<file path="src/rtl/mem_pkg.sv">
// mem_pkg: shared definitions for the dmem load/store port.
//   - access size encodings (byte / half / word; 2'b11 is illegal)
//   - FSM state enum of dmem_port
//   - default word-address width of the attached data memory
//   - req_legal(): alignment / size legality check on a request
package mem_pkg;

  localparam int DEF_ADDR_W = 10;

  localparam logic [1:0] SIZE_B = 2'b00;
  localparam logic [1:0] SIZE_H = 2'b01;
  localparam logic [1:0] SIZE_W = 2'b10;

  typedef enum logic [1:0] {
    ST_IDLE   = 2'd0,
    ST_ACCESS = 2'd1,
    ST_WRITE  = 2'd2,
    ST_RESP   = 2'd3
  } state_t;

  // A request is legal when its size is known and its byte offset is
  // naturally aligned for that size.
  function automatic logic req_legal(input logic [1:0] size, input logic [1:0] off);
    logic ok;
    ok = 1'b0;
    case (size)
      SIZE_B:  ok = 1'b1;
      SIZE_H:  ok = ~off[0];
      SIZE_W:  ok = (off == 2'b00);
      default: ok = 1'b0;
    endcase
    return ok;
  endfunction

endpackage

</file>
<file path="src/rtl/dmem_port_if.sv">
// dmem_port_if: bundles the request, response and memory-side signals of
// dmem_port.
//   slave  : the dmem_port view (accepts requests, drives responses and memory)
//   master : the datapath + memory view (drives requests, consumes responses,
//            returns mem_rd)
// Handshake: a transfer happens on a rising clock edge where valid and ready
// are both high. Once valid is raised the sender holds valid and all payload
// signals stable until that edge; ready may be raised or lowered freely and
// never depends combinationally on valid.
// dbg_state mirrors the FSM state register for checkers.
interface dmem_port_if #(parameter int ADDR_W = mem_pkg::DEF_ADDR_W);
  import mem_pkg::*;

  logic              req_valid;
  logic              req_ready;
  logic              req_we;
  logic [1:0]        req_size;
  logic              req_unsigned;
  logic [ADDR_W+1:0] req_addr;
  logic [31:0]       req_wdata;

  logic              rsp_valid;
  logic              rsp_ready;
  logic [31:0]       rsp_rdata;
  logic              rsp_err;

  logic              mem_we;
  logic [ADDR_W-1:0] mem_addr;
  logic [31:0]       mem_wd;
  logic [31:0]       mem_rd;

  state_t            dbg_state;

  modport slave (
    input  req_valid, req_we, req_size, req_unsigned, req_addr, req_wdata,
    input  rsp_ready, mem_rd,
    output req_ready, rsp_valid, rsp_rdata, rsp_err,
    output mem_we, mem_addr, mem_wd, dbg_state
  );

  modport master (
    output req_valid, req_we, req_size, req_unsigned, req_addr, req_wdata,
    output rsp_ready, mem_rd,
    input  req_ready, rsp_valid, rsp_rdata, rsp_err,
    input  mem_we, mem_addr, mem_wd, dbg_state
  );

endinterface

</file>
<file path="src/rtl/mem_lane.sv">
// mem_lane: combinational byte-lane helper for dmem_port.
//   off     : byte offset within the word (little-endian lanes)
//   size    : access size (SIZE_B / SIZE_H / SIZE_W)
//   uns     : zero-extend sub-word loads when 1, sign-extend when 0
//   rd      : word read from memory
//   wdata   : store data (low 8/16 bits used for byte/half)
//   ld_data : extracted and extended load value
//   merged  : rd with the addressed lane(s) replaced by wdata
module mem_lane
  import mem_pkg::*;
(
  input  logic [1:0]  off,
  input  logic [1:0]  size,
  input  logic        uns,
  input  logic [31:0] rd,
  input  logic [31:0] wdata,
  output logic [31:0] ld_data,
  output logic [31:0] merged
);

  logic [4:0]  sh;
  logic [31:0] shifted;
  logic [31:0] mask;
  logic [31:0] ins;

  always_comb begin
    // Halfwords only arrive with off[0]==0, so one shift serves both sizes.
    sh      = {off, 3'b000};
    shifted = rd >> sh;
    ld_data = rd;
    mask    = 32'hFFFF_FFFF;
    ins     = wdata;
    case (size)
      SIZE_B: begin
        ld_data = {{24{~uns & shifted[7]}}, shifted[7:0]};
        mask    = 32'h0000_00FF << sh;
        ins     = {24'h0, wdata[7:0]} << sh;
      end
      SIZE_H: begin
        ld_data = {{16{~uns & shifted[15]}}, shifted[15:0]};
        mask    = 32'h0000_FFFF << sh;
        ins     = {16'h0, wdata[15:0]} << sh;
      end
      default: begin
        ld_data = rd;
        mask    = 32'hFFFF_FFFF;
        ins     = wdata;
      end
    endcase
    merged = (rd & ~mask) | (ins & mask);
  end

endmodule

</file>
<file path="src/rtl/dmem_port.sv">
// dmem_port: load/store initiator in front of a word-wide data memory with a
// combinational read port.
//   clock, reset_n : clock and synchronous active-low reset
//   bus (slave)    : request channel (req_*), response channel (rsp_*),
//                    memory port (mem_we/mem_addr/mem_wd out, mem_rd in),
//                    dbg_state (current FSM state)
// Loads and word stores take one ACCESS cycle; byte/half stores read the word
// in ACCESS and write the merged word back in WRITE. Misaligned or illegal
// requests go straight to RESP with rsp_err set and never touch memory.
module dmem_port
  import mem_pkg::*;
#(
  parameter int ADDR_W = DEF_ADDR_W
) (
  input  logic        clock,
  input  logic        reset_n,
  dmem_port_if.slave  bus
);

  state_t            state_q, state_d;
  logic              we_q, we_d;
  logic [1:0]        size_q, size_d;
  logic              uns_q, uns_d;
  logic [ADDR_W+1:0] addr_q, addr_d;
  logic [31:0]       wdata_q, wdata_d;
  logic [31:0]       merge_q, merge_d;
  logic [31:0]       rdata_q, rdata_d;
  logic              err_q, err_d;

  logic              req_ready;
  logic              we_raw;
  logic [31:0]       wd;
  logic [31:0]       ld_data;
  logic [31:0]       merged;

  mem_lane u_lane (
    .off     (addr_q[1:0]),
    .size    (size_q),
    .uns     (uns_q),
    .rd      (bus.mem_rd),
    .wdata   (wdata_q),
    .ld_data (ld_data),
    .merged  (merged)
  );

  always_comb begin
    state_d   = state_q;
    we_d      = we_q;
    size_d    = size_q;
    uns_d     = uns_q;
    addr_d    = addr_q;
    wdata_d   = wdata_q;
    merge_d   = merge_q;
    rdata_d   = rdata_q;
    err_d     = err_q;
    req_ready = 1'b0;
    we_raw    = 1'b0;
    wd        = 32'h0;
    case (state_q)
      ST_IDLE: begin
        req_ready = 1'b1;
        if (bus.req_valid) begin
          rdata_d = 32'h0;
          if (req_legal(bus.req_size, bus.req_addr[1:0])) begin
            we_d    = bus.req_we;
            size_d  = bus.req_size;
            uns_d   = bus.req_unsigned;
            addr_d  = bus.req_addr;
            wdata_d = bus.req_wdata;
            err_d   = 1'b0;
            state_d = ST_ACCESS;
          end else begin
            // Captured request left alone so mem_addr does not move.
            err_d   = 1'b1;
            state_d = ST_RESP;
          end
        end
      end
      ST_ACCESS: begin
        if (!we_q) begin
          rdata_d = ld_data;
          state_d = ST_RESP;
        end else if (size_q == SIZE_W) begin
          we_raw  = 1'b1;
          wd      = wdata_q;
          state_d = ST_RESP;
        end else begin
          merge_d = merged;
          state_d = ST_WRITE;
        end
      end
      ST_WRITE: begin
        we_raw  = 1'b1;
        wd      = merge_q;
        state_d = ST_RESP;
      end
      ST_RESP: begin
        if (bus.rsp_ready) begin
          rdata_d = 32'h0;
          err_d   = 1'b0;
          state_d = ST_IDLE;
        end
      end
      default: state_d = ST_IDLE;
    endcase
  end

  always_ff @(posedge clock) begin
    if (!reset_n) begin
      state_q <= ST_IDLE;
      we_q    <= 1'b0;
      size_q  <= 2'b00;
      uns_q   <= 1'b0;
      addr_q  <= '0;
      wdata_q <= 32'h0;
      merge_q <= 32'h0;
      rdata_q <= 32'h0;
      err_q   <= 1'b0;
    end else begin
      state_q <= state_d;
      we_q    <= we_d;
      size_q  <= size_d;
      uns_q   <= uns_d;
      addr_q  <= addr_d;
      wdata_q <= wdata_d;
      merge_q <= merge_d;
      rdata_q <= rdata_d;
      err_q   <= err_d;
    end
  end

  assign bus.req_ready = req_ready;
  assign bus.rsp_valid = (state_q == ST_RESP);
  assign bus.rsp_rdata = rdata_q;
  assign bus.rsp_err   = err_q;
  // Gating with reset_n keeps a reset during ACCESS/WRITE from writing memory.
  assign bus.mem_we    = we_raw & reset_n;
  assign bus.mem_addr  = addr_q[ADDR_W+1:2];
  assign bus.mem_wd    = wd;
  assign bus.dbg_state = state_q;

endmodule

</file>
<file path="src/flat_wrapper.sv">
// flat-port wrapper written by rule: the top's interface ports become plain ports
module dmem_port_flat import mem_pkg::*;
#(
  parameter int ADDR_W = DEF_ADDR_W
)
  (clock, reset_n, bus_req_valid, bus_req_we, bus_req_size, bus_req_unsigned, bus_req_addr, bus_req_wdata, bus_rsp_ready, bus_mem_rd, bus_req_ready, bus_rsp_valid, bus_rsp_rdata, bus_rsp_err, bus_mem_we, bus_mem_addr, bus_mem_wd, bus_dbg_state);
  dmem_port_if #(.ADDR_W(ADDR_W)) bus_i ();
  input  logic clock;
  input  logic reset_n;
  input wire logic [$bits(bus_i.req_valid)-1:0] bus_req_valid;
  input wire logic [$bits(bus_i.req_we)-1:0] bus_req_we;
  input wire logic [$bits(bus_i.req_size)-1:0] bus_req_size;
  input wire logic [$bits(bus_i.req_unsigned)-1:0] bus_req_unsigned;
  input wire logic [$bits(bus_i.req_addr)-1:0] bus_req_addr;
  input wire logic [$bits(bus_i.req_wdata)-1:0] bus_req_wdata;
  input wire logic [$bits(bus_i.rsp_ready)-1:0] bus_rsp_ready;
  input wire logic [$bits(bus_i.mem_rd)-1:0] bus_mem_rd;
  output wire logic [$bits(bus_i.req_ready)-1:0] bus_req_ready;
  output wire logic [$bits(bus_i.rsp_valid)-1:0] bus_rsp_valid;
  output wire logic [$bits(bus_i.rsp_rdata)-1:0] bus_rsp_rdata;
  output wire logic [$bits(bus_i.rsp_err)-1:0] bus_rsp_err;
  output wire logic [$bits(bus_i.mem_we)-1:0] bus_mem_we;
  output wire logic [$bits(bus_i.mem_addr)-1:0] bus_mem_addr;
  output wire logic [$bits(bus_i.mem_wd)-1:0] bus_mem_wd;
  output wire logic [$bits(bus_i.dbg_state)-1:0] bus_dbg_state;
  assign bus_i.req_valid = bus_req_valid;
  assign bus_i.req_we = bus_req_we;
  assign bus_i.req_size = bus_req_size;
  assign bus_i.req_unsigned = bus_req_unsigned;
  assign bus_i.req_addr = bus_req_addr;
  assign bus_i.req_wdata = bus_req_wdata;
  assign bus_i.rsp_ready = bus_rsp_ready;
  assign bus_i.mem_rd = bus_mem_rd;
  assign bus_req_ready = bus_i.req_ready;
  assign bus_rsp_valid = bus_i.rsp_valid;
  assign bus_rsp_rdata = bus_i.rsp_rdata;
  assign bus_rsp_err = bus_i.rsp_err;
  assign bus_mem_we = bus_i.mem_we;
  assign bus_mem_addr = bus_i.mem_addr;
  assign bus_mem_wd = bus_i.mem_wd;
  assign bus_dbg_state = bus_i.dbg_state;
  dmem_port #(.ADDR_W(ADDR_W)) u_core (.clock(clock), .reset_n(reset_n), .bus(bus_i));
endmodule
</file>
<file path="config.mk">
export PLATFORM = sky130hd
export DESIGN_NAME = dmem_port_flat
export DESIGN_NICKNAME = d
export VERILOG_FILES = /design/src/rtl/mem_pkg.sv /design/src/rtl/dmem_port_if.sv /design/src/rtl/mem_lane.sv /design/src/rtl/dmem_port.sv /design/src/flat_wrapper.sv
export SDC_FILE = /design/constraint.sdc
export NUM_CORES = 1
export LEC_CHECK = 0
export BUFFER_PORTS_ARGS = -buffer_cell sky130_fd_sc_hd__buf_2
export CORE_AREA = 5 5 153 82
export CTS_CLUSTER_DIAMETER = 40
export DETAILED_ROUTE_END_ITERATION = 10
export DIE_AREA = 0 0 158 87
export PLACE_DENSITY_LB_ADDON = 0.2
export RECOVER_POWER = 50
export SLEW_MARGIN = 20
export SYNTH_ARGS = -nofsm -noshare
export SYNTH_HDL_FRONTEND = slang
export SYNTH_SLANG_ARGS = --single-unit
</file>
<file path="constraint.sdc">
create_clock -name clock -period 3.7 [get_ports clock]
set_clock_uncertainty 0.2 [all_clocks]
set_input_delay 0 -clock clock [delete_from_list [all_inputs] [get_ports clock]]
set_output_delay 0 -clock clock [all_outputs]
set_load 0.03 [all_outputs]
</file>
[After elaboration in Yosys (flattened, before gate mapping)]
Cells that the tools add are included.
Storage, ports and cells
  flip-flop bits (word level): 115
  bits in latches: 0
  memory bits (writable): 0
  memory bits (read-only): 0
  input bits: 84
  output and inout bits: 80
  memories kept: 0
Cells by class
  $add $sub $neg: 0
  $mul: 0
  div/mod/pow operators: 0
  $lt $le $gt $ge: 0
  eq/ne operators: 10
  shift operators: 5
  mux-type cells: 27
  bitwise logic cells: 10
  reduce and logical (&&, ||, !) cells: 11
Operators with widths (count)
  one-hot mux 32 bit (2 select lines): 4
  2-to-1 mux 32 bit: 5
  one-hot mux 32 bit (3 select lines): 1
  bitwise AND 32 bit: 2
  NOT 32 bit: 1
  OR 32 bit: 1
  << shifter 16 x 5 -> 32 bit: 1
  << shifter 16 x 5 -> 32 bit (first input constant): 1
  << shifter 8 x 5 -> 32 bit: 1
  << shifter 8 x 5 -> 32 bit (first input constant): 1
  right shift 32 x 5 -> 16 bit: 1
  2-to-1 mux 1 bit: 9
  AND reduction 3 bit: 3
  == test 2 bit (second input constant): 4
  logical NOT 2 bit: 4
  2-to-1 mux 2 bit: 4
  one-hot mux 2 bit (4 select lines): 1
  == test 2 x 1 -> 1 bit (second input constant): 3
  inequality test 2 bit (second input constant): 3
  one-hot mux 1 bit (2 select lines): 2
  AND reduction 4 bit: 1
  bitwise AND 1 bit: 3
  NOT 1 bit: 3
  one-hot mux 1 bit (3 select lines): 1
  3 further kinds: 3

[Longest topological paths before layout]
Gate-level depths: netlist of the first run.
  depth after elaboration: 7
  depth in mapped cells: 10
  gate-level depth less buffers: 6

[By module]
From an unflattened synthesis of the first run, not the netlist that was laid out.
Second synthesis, totals
  cells, all modules: 932
  area total of the unflattened synthesis: 7189.4 um^2
By module, submodules not included
  dmem_port: instances 1, cells an instance 662, area each 5465.2 um^2
  mem_lane: instances 1, cells an instance 270, area each 1724.2 um^2

[Least setup slack after synthesis of the first run]
No wires, ideal clock.
  kind: reg-to-reg
  start point: reg u_core.state_q[1] (netlist: u_core.bus.dbg_state[1])
  end point: reg u_core.rdata_q[16] (netlist: u_core.bus.rsp_rdata[16])
  arrival: 2.251 ns
  slack: 1.127 ns
  stages on the path, launching flop included: 10
  path buffers: 4
  cells stage by stage: dfxtp_1 > ha_1 > nand2b_1 > clkbuf_1 > and4_4 > buf_6 > and3_4 > buf_6 > buf_8 > a221o_1
Between the ends
  cells in the longest elaborated chain, start to end: 3
  elaborated cells between the ends (all ways): 9
RTL lines
  start: declaration: line dmem_port.sv:20  | state_t state_q, state_d;
  start signal: assignment: line dmem_port.sv:120  | state_q <= state_d;
  == test 2 bit (*)
  via bus_rsp_valid: line flat_wrapper.sv:19  | output wire logic [$bits(bus_i.rsp_valid)-1:0] bus_rsp_valid;
  inequality test 2 bit (no source line) / nonzero test 3 bit (equally long branches)
  AND reduction 4 bit (no source line)
  end signal: assignment: line dmem_port.sv:127  | rdata_q <= rdata_d;
  end: declaration: line dmem_port.sv:27  | logic [31:0] rdata_q, rdata_d;
The timed path passes the listed nets; every way through them passes the cells marked *.
A chain may end at the register's enable or synchronous reset.

[Worst setup path in the final report of the first run]
  start point: reg u_core.addr_q[1]
  end point: reg u_core.rdata_q[15] (netlist: u_core.bus.rsp_rdata[15])
Between the ends
  cells in the longest elaborated chain, start to end: 5
RTL lines
  start: declaration: line dmem_port.sv:24  | logic [ADDR_W+1:0] addr_q, addr_d;
  start signal: assignment: line dmem_port.sv:124  | addr_q <= addr_d;
  right shift 32 x 5 -> 16 bit (*): line mem_lane.sv:29  | shifted = rd >> sh;
  bitwise AND 1 bit: line mem_lane.sv:35  | ld_data = {{24{~uns & shifted[7]}}, shifted[7:0]};
  one-hot mux 32 bit (2 select lines) (*): line mem_lane.sv:33  | case (size)
  2-to-1 mux 32 bit (*): line dmem_port.sv:80  | if (!we_q) begin
  one-hot mux 32 bit (3 select lines) (*): line dmem_port.sv:59  | case (state_q)
Mark *: on every way between the ends. The rest lies on a longest branch, timed or not. The select of a mux whose other input is x is not followed.

==> results.toml, run 1 <==
[run_status]
status = "complete, no violations"

[final_layout]
drive_above_1_share = 0.177
post-route-util = 0.763
nets = 1072
syn_to_final_growth_pct = 41.3

[timing]
timing.final.crit_share = 0.860
tightest_slew_ns = 1.12
finalHoldViolations = 0
setup_slack_ns = 0.517
final-max-slew-violation-count = 0
finalSetupTns_ns = 0
rsz0062_at_grt = "false"
period_minus_slack_ns = 3.18
setup_violations = 0
hold_slack_ns = 0.123
fmax_mhz = 314
relSlewSlack = 0.251

[logic_synthesis]
yosys-top-cells-area = "dfxtp_1 (38%), nor2b_1 (6.1%), a22oi_1 (5.8%)"
ys_seq_area_frac = 0.379
ys_seq_elements = 115
syn_nets = 833
ys_async_sr_fraction = 0
netlist_area_um2 = 6080
synth-edff-count = 0
synthDominantCellAreaShare = 0.379
synth_most_common_cell = "dfxtp_1"
synth_warnings = 0
synth_cells = 744
synth-main-ff-cell = "dfxtp_1"
yosys.cell_types.count = 55
yosysTopAreaCell = "dfxtp_1"
synth.avg_cell_area_um2 = 8.17
netlist_top_cells_count = "dfxtp_1 (115), nand2_1 (80), nand3_1 (67)"

[route]
first_iter_violations = 1030
viasPerCell = 6.40
wl_per_cell_um = 21.8
num_vias = 7346
drc = 0
drtAntennaViolNets = 0
drt_wl_total_um = 25100
dr.pass1.iters = 7

[global_route]
grt-ovfl-total = 0
antenna_found_initial = 1
grt_pass1_vias = 7016
grt_max_degree = 97
grt_use_total = 0.357
grt_pass1_wl_um = 38500

[clock_network]
cts_made_buffers = 17
cts.clk_slew.worst_paths_ns = 0.06
cts_root_buffer = "clkbuf_16"
cts_setup_buffers = 0
ctsResizeCount = 0
clockBufferDepth = 2
htreeDepth = 4
cts.sinks = 115
clk_latency_ns = 0.41
cts_tree = "built"

[placement]
gp_congestion = 0.926
pre_cts_ws_ns = 1.02
dp_hpwl_um = 14600
io_buffer_count = 163

[floorplan]
die_y_um = 87
start_util = 0.540
io_pins = 164
dieWidth_um = 158
die-area_um2 = 13700
fp-row-count = 28
coreArea_um2 = 11200

[min_path]
hold_path_end = "u_core.bus.dbg_state[1]"
holdPathStages = 4
worstHoldPathType = "primary input to flip-flop"
hp-start = "bus_rsp_ready"

[power_and_ir_drop]
swShare = 0.371
intPower_w = 0.00302
irDropWorstVdd_uv = 552
p_leak_nw = 3.36
power.share.combinational = 0.323
seqPwrFrac = 0.323
clkPwrFrac = 0.354
power_density_nw_per_um2 = 560
netSwitchingPower_w = 0.00178

[worst_setup_path]
crit_buf_inv = 2
r2r_setup_slack_ns = 0.52
crit_chain = "clkbuf_1 > nor2b_1 > clkbuf_1 > a22o_1 > a21oi_1 > a311oi_1"
rr_endpoint = "u_core.bus.rsp_rdata[15]"
slowest_stage = "dfxtp_1"
crit_top_cell = "clkbuf_1"
r2r_cells = 6
worstSetupPathType = "flip-flop to flip-flop"
crit_fanout = 27
end_kind = "flip-flop"
cp-start-kind = "flip-flop"
critPathRequiredTime_ns = 3.79
crit_arrival_ns = 3.27
slowest_delay_ns = 0.90
r2r_start = "u_core.addr_q[1]"
critPathTopFamily = "buffers and inverters"

[job]
cap_violations = 0
-- worst register-to-register path, stage by stage (launching register included) --
cell and delay [ns]:
dfxtp_1 0.90, clkbuf_1 0.57, nor2b_1 0.21, clkbuf_1 0.51, a22o_1 0.22, a21oi_1 0.09
a311oi_1 0.36
-- power by group through the flow --
stage	combinational, W	sequential [W]	clock [W]
5_1_grt	0.00164	0.00156	0.00177
2_1_floorplan	0.000920	0.00164	0
6_report	0.00155	0.00155	0.00170
3_3_place_gp	0.00133	0.00155	0
3_5_place_dp	0.00137	0.00155	0
4_1_cts	0.00150	0.00153	0.00171
-- kinds of logic after synthesis --
family | share of synthesized area
AOI/OAI and AO/OA | 0.300
xor gates and xnor gates | 0.00144
adders and majority gates | 0.0103
buffers and inverters | 0.0743
DFF | 0.379
muxes | 0.00741
and+or+nand+nor | 0.228
-- registers in the layout, indices dropped and copies added, names as in the netlist --
signal	cells
u_core.size_q	2
u_core.bus.rsp_rdata	32
u_core.bus.dbg_state	2
u_core.bus.rsp_err	1
u_core.we_q	1
u_core.uns_q	1
u_core.wdata_q	32
u_core.merge_q	32
u_core.addr_q	12
-- worst max-delay path by stage --
stage	cells past startpoint	endpoint	slack [ns]	from
2_1_floorplan	9	u_core.bus.rsp_rdata[16]	1.13	u_core.bus.dbg_state[1]
3_3_place_gp	5	u_core.bus.rsp_rdata[5]	1.18	u_core.size_q[1]
3_5_place_dp	6	u_core.bus.rsp_rdata[9]	1.02	u_core.bus.dbg_state[1]
4_1_cts	6	u_core.addr_q[4]	0.91	u_core.bus.dbg_state[1]
5_1_grt	6	u_core.bus.rsp_rdata[11]	0.28	u_core.addr_q[1]
6_report	6	u_core.bus.rsp_rdata[15]	0.52	u_core.addr_q[1]
-- what timing repair did --
item	CTS	global route
endpoints found under the setup margin	0	0
endpoints found under the hold margin	114	0
hold buffers	131	0
-- metal layers --
| metal | vias to the layer above | global-route usage | part of all wire |
|---|---|---|---|
| li1 | 3225 | - | - |
| met1 | 3427 | 0.479 | 0.41 |
| met2 | 573 | 0.540 | 0.43 |
| met3 | 121 | 0.105 | 0.13 |
| met4 | 0 | 0.148 | 0.037 |
| met5 | - | 0 | 0 |
-- layout by cell type (no fill, tap or decap), types with 6 or more instances in the layout --
| cell | instances |
|---|---|
| nor3b_1 | 7 |
| o41ai_1 | 15 |
| a22oi_1 | 47 |
| or4_1 | 7 |
| a221o_1 | 18 |
| nor2b_1 | 59 |
| buf_2 | 115 |
| nand3_1 | 67 |
| nor2_1 | 34 |
| o21ai_0 | 57 |
| clkbuf_16 | 17 |
| a22o_1 | 10 |
| a2bb2oi_1 | 7 |
| dfxtp_1 | 115 |
| a211oi_1 | 7 |
| dlygate4sd3_1 | 131 |
| o22a_1 | 8 |
| a311oi_1 | 16 |
| buf_4 | 10 |
| clkbuf_1 | 49 |
| nand2_1 | 80 |
| a221o_2 | 6 |
| a21oi_1 | 51 |
-- per-stage QoR --
| step | std cells | area [um^2] | total power (W) |
|---|---|---|---|
| global placement | 983 | 6740 | 0.00288 |
| detailed placement | 983 | 6740 | 0.00292 |
| global route | 1146 | 8580 | 0.00497 |
| finish | 1147 | 8590 | 0.00481 |
| floorplan | 744 | 6080 | 0.00256 |
| CTS | 1145 | 8660 | 0.00474 |
-- area by class of cell --
class                      instances  area [um^2]
antenna                            2         5.00
clock buffer                      19          453
clock inverter                    12          156
fill                             783         2660
inverter                           5         18.8
multi-input combinational        539         3320
sequential                       115         2300
tap                              150          188
timing repair buffer             305         2150
Note: power is estimated with default switching activity, not from simulation.
==> inputs of run 2 (changes only) <==
--- a/config.mk
+++ b/config.mk
@@ -6,10 +6,10 @@
 export NUM_CORES = 1
 export LEC_CHECK = 0
 export BUFFER_PORTS_ARGS = -buffer_cell sky130_fd_sc_hd__buf_2
-export CORE_AREA = 5 5 153 82
+export CORE_AREA = 5 5 158 84
 export CTS_CLUSTER_DIAMETER = 40
 export DETAILED_ROUTE_END_ITERATION = 10
-export DIE_AREA = 0 0 158 87
+export DIE_AREA = 0 0 163 89
 export PLACE_DENSITY_LB_ADDON = 0.2
 export RECOVER_POWER = 50
 export SLEW_MARGIN = 20
==> constraint.sdc (replaced) <==
create_clock -name clock -period 3.5 [get_ports clock]
set_clock_uncertainty 0.2 [all_clocks]
set_input_delay 0 -clock clock [delete_from_list [all_inputs] [get_ports clock]]
set_output_delay 0 -clock clock [all_outputs]
set_load 0.03 [all_outputs]
==> run 2 against run 1 <==
Flip-flop and latch count is the same. Critical path depth is the same. Global-route usage shrank 6.2 points. Critical endpoint is now u_core.bus.rsp_rdata[31]. Largest cell class unchanged. Largest power group unchanged. Highest routed layer unchanged.
==> results.toml, run 2 (synthesized netlist as in run 1, its figures left out) <==
[global_route]
grt_use_total = 0.295
grt_pass1_vias = 6099
grt_max_degree = 97
grt-ovfl-total = 0
antenna_found_initial = 0
grt_pass1_wl_um = 33500

[min_path]
hp-start = "bus_rsp_ready"
worstHoldPathType = "primary input to flip-flop"
holdPathStages = 4
hold_path_end = "u_core.bus.dbg_state[1]"

[power_and_ir_drop]
intPower_w = 0.00315
p_leak_nw = 3.24
clkPwrFrac = 0.369
irDropWorstVdd_uv = 398
power_density_nw_per_um2 = 602
power.share.combinational = 0.305
netSwitchingPower_w = 0.00184
seqPwrFrac = 0.327
swShare = 0.370

[timing]
finalHoldViolations = 0
hold_slack_ns = 0.0460
tightest_slew_ns = 1.01
relSlewSlack = 0.326
period_minus_slack_ns = 2.88
final-max-slew-violation-count = 0
rsz0062_at_grt = "false"
fmax_mhz = 347
finalSetupTns_ns = 0
setup_slack_ns = 0.617
setup_violations = 0
timing.final.crit_share = 0.824

[final_layout]
drive_above_1_share = 0.188
multi_input_area_um2 = 3320
fill_cells = 949
syn_to_final_growth_pct = 36.5
finalNonFillerCells = 1128
nets = 1039
final_cell_mix = "buf_2 (115), dfxtp_1 (115), dlygate4sd3_1 (96)"
n_antenna_cell = 0
final-seq-area_um2 = 2300

[worst_setup_path]
r2r_setup_slack_ns = 0.62
end_kind = "flip-flop"
r2r_cells = 6
r2r_start = "u_core.bus.dbg_state[1]"
rr_endpoint = "u_core.bus.rsp_rdata[31]"
cp-start-kind = "flip-flop"
crit_arrival_ns = 3.04
worstSetupPathType = "flip-flop to flip-flop"
crit_fanout = 16
critPathRequiredTime_ns = 3.66

[floorplan]
die_y_um = 89
fp-row-count = 28
start_util = 0.522
coreArea_um2 = 11600
dieWidth_um = 163
die-area_um2 = 14500
io_pins = 164

[run_status]
status = "complete, no violations"

[clock_network]
clk_latency_ns = 0.42
cts.sinks = 115
clockBufferDepth = 2
cts.clk_slew.worst_paths_ns = 0.06
cts_made_buffers = 17
htreeDepth = 4
cts_tree = "built"
cts_root_buffer = "clkbuf_16"
cts_setup_buffers = 0

[route]
drtAntennaViolNets = 0
first_iter_violations = 862
drt_wl_total_um = 21700
viasPerCell = 5.95
num_vias = 6715
dr.pass1.iters = 5
wl_per_cell_um = 19.2
drc = 0

[placement]
dp_cells = 1000
dp_hpwl_um = 14200
gp_congestion = 0.910
io_buffer_count = 163
pre_cts_ws_ns = 0.735

[job]
cap_violations = 0
## run 2: cell types whose count changed in the layout (fill, tap and decap cells not counted), sizes merged
cell,before,now
clkbuf,68,65
inv,6,13
diode,2,0
dlygate4sd3,131,96
clkinv,7,3
buf,125,128
## run 2: stage by stage
step	total power [W]	area, um^2	util
floorplan	0.00270	6080	-
global placement	0.00304	6790	0.584
detailed placement	0.00309	6790	0.584
CTS	0.00501	8370	0.719
global route	0.00521	8300	0.713
finish	0.00499	8300	0.713
## run 2: power groups by stage
stage / sequential (W) / combinational [W] / clock (W)
floorplan: 0.00173 / 0.000972 / 0
global placement: 0.00164 / 0.00140 / 0
detailed placement: 0.00164 / 0.00145 / 0
CTS: 0.00162 / 0.00154 / 0.00185
global route: 0.00165 / 0.00165 / 0.00191
finish: 0.00163 / 0.00152 / 0.00184
## run 2: how the worst max path moves through the flow
stage                                       start                        to  slack, ns  depth (start not counted)
after floorplan           u_core.bus.dbg_state[1]  u_core.bus.rsp_rdata[16]       0.93                          9
after global placement    u_core.bus.dbg_state[1]  u_core.bus.rsp_rdata[27]       0.89                          6
after detailed placement  u_core.bus.dbg_state[1]  u_core.bus.rsp_rdata[31]       0.74                          6
after CTS                 u_core.bus.dbg_state[1]  u_core.bus.rsp_rdata[31]       0.70                          6
after global routing      u_core.bus.dbg_state[1]  u_core.bus.rsp_rdata[28]       0.38                          6
final                     u_core.bus.dbg_state[1]  u_core.bus.rsp_rdata[31]       0.62                          6
## run 2: worst max-delay path, cell delays in order, from the launching register on
cell	delay, ns
dfxtp_1	0.46
inv_1	0.10
ha_1	0.29
nand2b_1	0.26
nand4_1	0.36
nor3_2	0.91
a221o_2	0.23
## run 2: layout make-up
type	instances	share of cell area
Multi-Input combinational cell	539	0.401
Inverter	5	0.00226
Timing Repair Buffer	272	0.220
Tap cell	165	0.0249
Clock buffer	17	0.0513
Sequential cell	115	0.277
Clock inverter	15	0.0232
## run 2: repair_timing
action                                 4_1_cts  5_1_grt
endpoints found under the hold margin      114        0
hold buffers                                96        0
gates resized for setup                      0        0
## run 2: layer usage
layer  part of all wire  GRT usage
met4              0.015     0.0753
met2               0.41      0.430
met3               0.12     0.0636
met1               0.46      0.444
met5                  0          0
==> inputs of run 3 (changes only) <==
==> constraint.sdc (replaced) <==
create_clock -name clock -period 2.7 [get_ports clock]
set_clock_uncertainty 0.2 [all_clocks]
set_input_delay 0 -clock clock [delete_from_list [all_inputs] [get_ports clock]]
set_output_delay 0 -clock clock [all_outputs]
set_load 0.03 [all_outputs]
==> run 3 against run 2 <==
Register-to-register slack lost 0.39 ns. Global-route usage up 0.63 points. First-iteration DRC count decreased by 9.3%. Routed wire length is 1.1% higher. Largest cell class unchanged. Critical endpoint is now bus_mem_wd[28]. Worst setup slack got worse by 0.48 ns. Critical path type is now flip-flop to output pin.
==> results.toml, run 3 (synthesized netlist as in run 1, its figures left out) <==
[run_status]
status = "complete, no violations"

[placement]
dp_hpwl_um = 14600
dp_cells = 1012
io_buffer_count = 163
gp_congestion = 0.924

[timing]
finalHoldViolations = 0
tightest_slew_ns = 0.730
fmax_mhz = 390
relSlewSlack = 0.512
finalSetupTns_ns = 0
hold_slack_ns = 0.171
period_minus_slack_ns = 2.56
setup_violations = 0
rsz0062_at_grt = "false"
timing.final.crit_share = 0.949
final-max-slew-violation-count = 0

[route]
dr.pass1.iters = 5
wl_per_cell_um = 19.4
drtAntennaViolNets = 0
drc = 0
drt_wl_total_um = 21900
num_vias = 6785
first_iter_violations = 782
viasPerCell = 6.01

[clock_network]
cts.clk_slew.worst_paths_ns = 0.06
cts_root_buffer = "clkbuf_16"
cts_made_buffers = 17
htreeDepth = 4
clk_latency_ns = 0.42
cts.sinks = 115
cts_tree = "built"
clockBufferDepth = 2

[power_and_ir_drop]
p_leak_nw = 3.18
finalPower_w = 0.00638
power_density_nw_per_um2 = 774
irDropWorstVdd_uv = 382

[floorplan]
fp-row-count = 28
die-area_um2 = 14500
start_util = 0.522
dieWidth_um = 163
die_y_um = 89
coreArea_um2 = 11600
io_pins = 164

[global_route]
grt_pass1_vias = 6455
grt-ovfl-total = 0
antenna_found_initial = 0
grt_use_total = 0.301
grt_pass1_wl_um = 34200
grt_max_degree = 94

[final_layout]
nets = 1040
fill_cells = 976
finalNonFillerCells = 1129
post-route-util = 0.708
final_cell_mix = "buf_2 (115), dfxtp_1 (115), dlygate4sd3_1 (84)"
n_antenna_cell = 0
drive_above_1_share = 0.198
syn_to_final_growth_pct = 35.5

[worst_setup_path]
crit_end = "bus_mem_wd[28]"
worstSetupPathType = "flip-flop to output pin"
path_depth = 8
slowest_delay_ns = 0.37
r2r_setup_slack_ns = 0.23
crit_chain = "inv_1 > ha_1 > nand2_1 > nor2_2 > buf_6 > a22oi_1 > nor2b_1 > buf_2"
crit_fanout = 33
rr_endpoint = "u_core.merge_q[21]"
crit_arrival_ns = 2.36
critPathRequiredTime_ns = 2.50
slowest_stage = "dfxtp_1"
critPathTopFamily = "buffers and inverters"
cp-start-kind = "flip-flop"
crit_buf_inv = 3
startpoint = "u_core.bus.dbg_state[1]"
r2r_start = "u_core.size_q[1]"
end_kind = "output pin"
r2r_cells = 5

[min_path]
worstHoldPathType = "primary input to flip-flop"

[job]
cap_violations = 0
[run 3: changes by cell type in the layout (fill, tap and decap cells not counted), sizes merged, moves of 4 or more]
cell | previous run | this run
clkbuf | 65 | 73
clkinvlp | 1 | 5
inv | 13 | 8
buf | 128 | 134
dlygate4sd3 | 96 | 84
[run 3: how the worst min path moves through the flow]
stage                            startpoint                        to  slack, ns  depth (start not counted)
after floorplan              bus_mem_rd[16]  u_core.bus.rsp_rdata[16]      -0.06                          1
after global placement     bus_req_addr[10]         u_core.addr_q[10]       0.04                          3
after detailed placement    bus_req_addr[9]          u_core.addr_q[9]       0.05                          3
after CTS                   bus_req_addr[6]          u_core.addr_q[6]       0.15                          4
after global routing       bus_req_wdata[1]         u_core.wdata_q[1]       0.19                          4
final                     bus_req_wdata[25]        u_core.wdata_q[25]       0.17                          4
[run 3: worst min-delay path, stage by stage]
cell,delay (ns)
dlygate4sd3_1,0.53
buf_2,0.11
nand2_1,0.04
o21ai_0,0.06
[run 3: what timing repair did]
item                       4_1_cts  5_1_grt
setup buffers                    0        1
setup endpoints to repair        0       10
hold endpoints to repair       115        0
hold buffers                    84        0
gates resized for setup          0        2
[run 3: power by group]
part / switching [W] / internal, W
logic: 0.00129 / 0.000741
registers: 0.000215 / 0.00189
clock network: 0.000871 / 0.00137
total: 0.00237 / 0.00400
[run 3: area by class of cell]
cell class | count | area, um^2 | area share
clock inverters | 14 | 155 | 0.0188
repair buffers | 273 | 1790 | 0.217
well taps | 165 | 206 | 0.0251
flip-flops and latches | 115 | 2300 | 0.280
inverters | 5 | 18.8 | 0.00228
clock buffers | 18 | 429 | 0.0521
multi-input cells | 539 | 3340 | 0.405
[run 3: through the flow]
stage	worst slack [ns]	instance area, um^2
2_1_floorplan	0.127	6080
3_5_place_dp	0.304	6900
6_report	0.138	8240
3_3_place_gp	0.411	6900
5_1_grt	0.00342	8240
4_1_cts	0.0795	8330
[run 3: metal layers]
metal	GRT usage	up-vias	wire, um
met1	0.414	3207	9710
li1	-	3163	-
met2	0.465	384	9230
met3	0.100	31	2740
met4	0.0715	0	220
met5	0	-	0
